<file path="src/rtl/regfile_sb.sv">
// regfile_sb: register file for the RISC-16 datapath.
//   One writeback port and two registered read ports. A per-register busy
//   bit (scoreboard) marks registers with an issued but not yet written-back
//   result. A read whose sources are pending is stalled.
//   Build option: define RF_BYPASS_EN to forward same-cycle writeback data
//   into an accepted read. The same option lets that writeback clear a
//   pending source in the same cycle. Without it, reads are read-before-write
//   and a stall lasts one cycle longer.
//
// Read handshake: rd_en is the request and !stall is the ready. A read is
// accepted on a rising edge where rd_en=1 and stall=0. After an accepting
// edge, rd_valid=1 and reg_out1/2 carry that read's data for one cycle.
// After any other edge rd_valid=0 and reg_out1/2 keep their last values.
module regfile_sb #(
    parameter int DATA_W   = 16,
    parameter int ADDR_W   = 3,
    parameter int ZERO_REG = 1
) (
    input  logic              clk,
    input  logic              rst,
    input  logic              WE_rf,
    input  logic [1:0]        MUX_tgt,
    input  logic [ADDR_W-1:0] wb_addr,
    input  logic [DATA_W-1:0] mem_out,
    input  logic [DATA_W-1:0] alu_out,
    input  logic [DATA_W-1:0] pc,
    input  logic              rd_en,
    input  logic [ADDR_W-1:0] rA,
    input  logic [ADDR_W-1:0] rB,
    input  logic [ADDR_W-1:0] rC,
    input  logic              MUX_rf,
    input  logic              sb_set,
    output logic              stall,
    output logic [DATA_W-1:0] reg_out1,
    output logic [DATA_W-1:0] reg_out2,
    output logic              rd_valid
);

    localparam int NUM_REGS = 2 ** ADDR_W;

    logic [DATA_W-1:0]   rf [NUM_REGS];
    logic [NUM_REGS-1:0] busy;

    logic [DATA_W-1:0]   pc_plus1;
    logic [DATA_W-1:0]   wr_data;
    logic                wb_is_r0;
    logic                wr_en_eff;
    logic [NUM_REGS-1:0] set_vec;
    logic [NUM_REGS-1:0] clr_vec;
    logic [ADDR_W-1:0]   src1;
    logic [ADDR_W-1:0]   src2;
    logic                pend1;
    logic                pend2;
    logic                rd_accept;
    logic [DATA_W-1:0]   rd_data1;
    logic [DATA_W-1:0]   rd_data2;

    // Writeback data select. pc+1 wraps at DATA_W bits.
    always_comb begin
        pc_plus1 = pc + DATA_W'(1);
        case (MUX_tgt)
            2'b00:   wr_data = mem_out;
            2'b01:   wr_data = alu_out;
            2'b10:   wr_data = pc_plus1;
            default: wr_data = '0;
        endcase
        wb_is_r0  = (ZERO_REG != 0) && (wb_addr == '0);
        wr_en_eff = WE_rf && !wb_is_r0;
    end

    // Scoreboard set/clear vectors. R0 is never marked busy when it is hardwired.
    always_comb begin
        set_vec = '0;
        clr_vec = '0;
        if (sb_set) begin
            set_vec = NUM_REGS'(1) << rA;
        end
        if (ZERO_REG != 0) begin
            set_vec[0] = 1'b0;
        end
        if (WE_rf) begin
            clr_vec = NUM_REGS'(1) << wb_addr;
        end
    end

    // Source selection, pending detection, stall and read data.
    always_comb begin
        src1 = rB;
        src2 = MUX_rf ? rA : rC;
`ifdef RF_BYPASS_EN
        // A writeback to the source in this cycle satisfies it. The new
        // value is forwarded straight into the read.
        pend1    = busy[src1] && !(WE_rf && (wb_addr == src1));
        pend2    = busy[src2] && !(WE_rf && (wb_addr == src2));
        rd_data1 = (wr_en_eff && (wb_addr == src1)) ? wr_data : rf[src1];
        rd_data2 = (wr_en_eff && (wb_addr == src2)) ? wr_data : rf[src2];
`else
        // Read-before-write. A busy source stays pending until the edge
        // after its writeback.
        pend1    = busy[src1];
        pend2    = busy[src2];
        rd_data1 = rf[src1];
        rd_data2 = rf[src2];
`endif
        if ((ZERO_REG != 0) && (src1 == '0)) begin
            rd_data1 = '0;
        end
        if ((ZERO_REG != 0) && (src2 == '0)) begin
            rd_data2 = '0;
        end
        stall     = rd_en && (pend1 || pend2);
        rd_accept = rd_en && !stall;
    end

    // Register array: writeback port.
    always_ff @(posedge clk or posedge rst) begin
        if (rst) begin
            for (int i = 0; i < NUM_REGS; i++) begin
                rf[i] <= '0;
            end
        end else if (wr_en_eff) begin
            rf[wb_addr] <= wr_data;
        end
    end

    // Scoreboard busy bits. When both happen on one register, set wins over the writeback clear.
    always_ff @(posedge clk or posedge rst) begin
        if (rst) begin
            busy <= '0;
        end else begin
            busy <= (busy & ~clr_vec) | set_vec;
        end
    end

    // Registered read ports and valid strobe.
    always_ff @(posedge clk or posedge rst) begin
        if (rst) begin
            reg_out1 <= '0;
            reg_out2 <= '0;
            rd_valid <= 1'b0;
        end else if (rd_accept) begin
            reg_out1 <= rd_data1;
            reg_out2 <= rd_data2;
            rd_valid <= 1'b1;
        end else begin
            rd_valid <= 1'b0;
        end
    end

endmodule

</file>
<file path="config.mk">
export PLATFORM = sky130hd
export DESIGN_NAME = regfile_sb
export DESIGN_NICKNAME = d
export VERILOG_FILES = /design/src/rtl/regfile_sb.sv
export SDC_FILE = /design/constraint.sdc
export NUM_CORES = 1
export LEC_CHECK = 0
export ABC_AREA = 1
export CORE_UTILIZATION = 57
export CTS_CLUSTER_SIZE = 30
export DETAILED_ROUTE_END_ITERATION = 16
export PLACE_DENSITY = 0.85
export SLEW_MARGIN = 10
export SYNTH_ARGS = -nofsm -noshare
export SYNTH_HDL_FRONTEND = slang
export SYNTH_SLANG_ARGS = --single-unit
</file>
<file path="constraint.sdc">
create_clock -name clk -period 7.44 [get_ports clk]
set_input_delay 1.488 -clock clk [delete_from_list [all_inputs] [get_ports clk]]
set_output_delay 1.488 -clock clk [all_outputs]
set_load 0.02 [all_outputs]
</file>
After elaboration in Yosys (flattened, before gate mapping) --
Cells that the tools add are included.
Word-level totals: flip-flop bits (word level) 169, word-level logic and storage cells 60
Operators by class: add/sub/neg operators 1, $lt $le $gt $ge 6, eq/ne operators 2, shift-type cells 2, muxes and demuxes 20, bitwise gates (word level) 6, reductions and logical operators 11
Operator list (number):
- $bwmux 128 | 1
- $mux 16 | 7
- $bmux 16 s3 | 2
- $demux 16 s3 | 1
- $pmux 16 s3 | 1
- $add 16x1->16 const B | 1
- $mux 8 | 2
- $shl 1x3->8 const A | 2
- $ge 4x4->1 const B | 3
- $not 3->4 | 3
- $logic_not 3->1 | 3
- $and 8x8->8 | 1
- $lt 3x4->1 const B | 2
- $not 8->8 | 1
- $or 8x8->8 | 1
- $bmux 1 s3 | 2
- $logic_and 1x1->1 | 4
- $lt 4x1->1 const B | 1
- $mux 1 | 3
- $mux 3 | 1
- $eq 2x1->1 const B | 1
- $eq 2x2->1 const B | 1
- $logic_not 1->1 | 2
- $logic_not 2->1 | 1
- $logic_or 1x1->1 | 1

Logic depth before layout (Yosys ltp) --
depth in word-level cells 8, mapped depth 13

Least setup slack after synthesis --
No wires, ideal clock.
kind input to output, start point input port MUX_rf, end point output port stall, data arrival time 2666 ps, path slack 3286 ps, cell stages on the path 6, buffers on the path 1, cell sequence buf_6 > o21ai_4 > inv_2 > nand3_1 > nand2_2 > a21boi_0
Between the ends: longest elaborated chain between the ends 5
RTL lines:
- start, declared | RTL line 31 | input logic MUX_rf,
- $mux 3 | RTL line 89 | src2 = MUX_rf ? rA : rC;
- $bmux 1 s3 | RTL line 101 | pend2 = busy[src2];
- $mux 1 (not written as such) | RTL line 101
- $logic_or 1x1->1 | RTL line 111 | stall = rd_en && (pend1 || pend2);
- $logic_and 1x1->1 | RTL line 111
- end, declared | RTL line 33 | output logic stall,
No other way between the ends. The select of a mux whose other input is x is not followed.

Worst setup path after layout --
Ends and elaborated chain as after synthesis.

==> results.txt <==
run status = finished, final reports clean
Tcrit/Tclk final = 81.43%
Max rail drop VDD = 0.0002048 V
Final setup viols = 0
Final Non-Filler Cells = 1655
internal reg-to-reg setup slack = 5.32 ns
worst slew pin tran = 1.140 ns
CTS tree = yes
number of synthesized register bits = 154
DIE HEIGHT = 129.6 um
Hold-fix buffers, CTS = 0
Top Layer Used = met4
crit path max-delay cell type = nand2_2
fmax = 0.1651 GHz
synth unique cells = 36
met2 wire len = 13.06 mm
Core ar. = 0.01589 mm^2
clock skew = 0.007389 ns
final HPWL from detailed placement = 19.98 mm
CP startpoint = MUX_rf
Skew-Pair Late Insertion Delay = 0.43 ns
number of synthesized flops with an enable pin = 0
CP max stage delay = 0.66 ns
vias in the first global route = 8911
CTS max path bufs = 2
CP Class = in -> out
DR WL/cell = 17.18 um
initial drt markers = 1185
Tot GR Track Use = 36.15%
initial core utilization = 58.43%
via count = 9434
Slew Limit Fails = 0
PwrDens = 275.1 mW/mm^2
post-synthesis cell count = 1370
Via density = 5.700
initial antenna violation count = 0
dpl cells = 1623
Worst path most repeated cell = nand2_2
post-synth top area cell = dfrtp_1
WP data required = 5.95 ns
HP Class = reg -> reg
post-CTS setup buffer count = 0
Post-Syn Area = 0.009281 mm^2
global route total overflow = 0
first-pass GRT wire length = 45.74 mm
IO Count = 102
leakage power = 5.582 nW
unrepaired setup endpoints after global routing = false
yosys warns = 0
TritonCTS Sinks = 154
met1 WL = 11.11 mm
Max H-tree Level = 4
antenna cells = 0
Resize count post-CTS = 0
CP max FO = 37
Final GP Congestion = 0.9970
Cell Rows = 46
chip width = 129.6 um
Setup Total Neg Slack = 0 ns
clock transition at the registers of the reported paths = 0.06 ns
final net count = 1495
reg2reg end = reg_out2[10]$_DFFE_PP0P_
syn_nets = 1439
TritonCTS Buffers = 17
largest net degree at the start of global routing = 102
Layout area overhead = 17.08%
ys async rst share = 100.0%
DR DRC count = 0
CP cell instances = clkdlybuf4s50_1 -> nand2_2 -> nand2_2 -> nand2_1 -> nand3_1 -> nand3_1 -> nand2_2 -> a21boi_0 -> clkdlybuf4s50_1
DRT antenna net count = 0
CP endpoint kind = primary output
post-synth top area share = 41.52%
WL met3 = 2.615 mm
crit path DAT = 4.57 ns
die area = 0.01680 mm^2
fin util = 68.41%
Final Critical Period = 6.058 ns
sequential share of the synthesized area = 41.52%
critical path startpoint category = primary input
Max Cap Viol = 0
fillers = 1407
Hold Vio Cnt, Final = 0
port bufs = 101
share of layout cells above drive strength 1 = 4.726%
DRT Pass-1 Iters = 6
Main synth FF type = dfrtp_1
FF-to-FF path depth = 9
Avg Synthesized Cell Area = 6.775 um^2
worst r2r src = busy[6]$_DFF_PP0_
root buffer cell = clkbuf_16
total routed wirelength = 28.43 mm
Max-slew headroom = 23.78%
worst setup path end = stall
Area contributors post-synth = dfrtp_1 42%, nand2_1 25%, nand3_1 8.1%
Worst Hold Path Cells = 0
## worst max-delay path: cells and delay by family
family	cells	cell delay [ns]
simple gates	6	1.60
buf+inv	2	1.24
compound gates	1	0.23
## flip-flops by register name, summed over array words and instances, names as in the netlist
register and count:
busy 8, rd_valid 1, reg_out1 16, reg_out2 16
rf 113
## synthesized netlist by cell type, types with 6 or more instances
library cell,instances
nand2_1,608
inv_1,156
dfrtp_1,154
nand3_1,150
o21ai_0,68
o211ai_1,43
nand4_1,37
buf_2,32
clkbuf_1,25
nor2_1,17
nand3b_1,14
buf_6,8
buf_4,7
o22ai_1,6
## cell usage in the layout, fill, tap and decap left out, types with 2 or more instances in the layout
cell type	instances
a31oi_1	2
clkdlybuf4s50_1	100
a21oi_1	4
o21bai_1	3
o22ai_1	6
clkinv_2	4
inv_2	4
nand4_1	37
bufinv_16	3
nand3b_1	14
nand2_1	608
buf_4	14
nand2_2	4
nor3_1	2
a22o_1	2
o211ai_1	43
nor2_4	2
or2_2	2
nor3_2	4
inv_1	155
dfrtp_1	154
nand3_1	150
clkinv_4	4
nor2_1	16
clkbuf_16	17
inv_6	2
o21ai_0	68
## cell families (layout without fill, tap and decap cells)
family	count (synthesis)	after routing	share of synthesized area, %
AOI/OAI and AO/OA	132	132	8.763
and+or+nand+nor	843	843	38.43
DFF	154	154	41.52
xor gates and xnor gates	1	1	0.09438
adders and majority gates	1	1	0.1348
buffers and inverters	239	308	11.05
## how the worst min path moves through the flow
stage / to / slack (ns) / start
2_1_floorplan: rf[114]$_DFFE_PP0P_ / 0.43 / rf[114]$_DFFE_PP0P_
5_1_grt: rf[114]$_DFFE_PP0P_ / 0.44 / rf[114]$_DFFE_PP0P_
4_1_cts: rf[114]$_DFFE_PP0P_ / 0.42 / rf[114]$_DFFE_PP0P_
3_5_place_dp: rf[114]$_DFFE_PP0P_ / 0.41 / rf[114]$_DFFE_PP0P_
3_3_place_gp: rf[114]$_DFFE_PP0P_ / 0.40 / rf[114]$_DFFE_PP0P_
6_report: rf[114]$_DFFE_PP0P_ / 0.42 / rf[114]$_DFFE_PP0P_
## routing by layer
layer	GRT usage, %	vias to the layer above
li1	-	4467
met1	46.27	4353
met2	55.52	509
met3	8.547	105
met4	22.37	0
met5	0	-
## stage by stage
stage	hold WS (ns)	cell area [um^2]	total power, W	worst slack [ns]
floorplan	0.4294	9281	0.001719	1.802
global placement	0.3984	10260	0.002061	1.519
detailed placement	0.4070	10260	0.002091	1.506
CTS	0.4211	10870	0.002980	1.504
global route	0.4410	10870	0.003149	1.161
finish	0.4159	10870	0.002990	1.382
## power breakdown
group	leakage [nW]	total (W)	switching [W]	internal (W)
clock network	0.296	0.000889	0.000360	0.000530
logic	3.33	0.000922	0.000566	0.000356
registers	1.95	0.00118	0.000131	0.00105
total	5.58	0.00299	0.00106	0.00193
## layout make-up
cell class | instances | area (um^2) | share of cell area (%)
multi-input combinational | 977 | 4419 | 40.67
timing repair buffer | 114 | 1106 | 10.18
clock inverter | 14 | 172.7 | 1.589
inverter | 162 | 615.6 | 5.665
tap | 216 | 270.3 | 2.487
clock buffer | 18 | 429.2 | 3.949
sequential | 154 | 3854 | 35.46
Power figures use the tool's default switching activity.
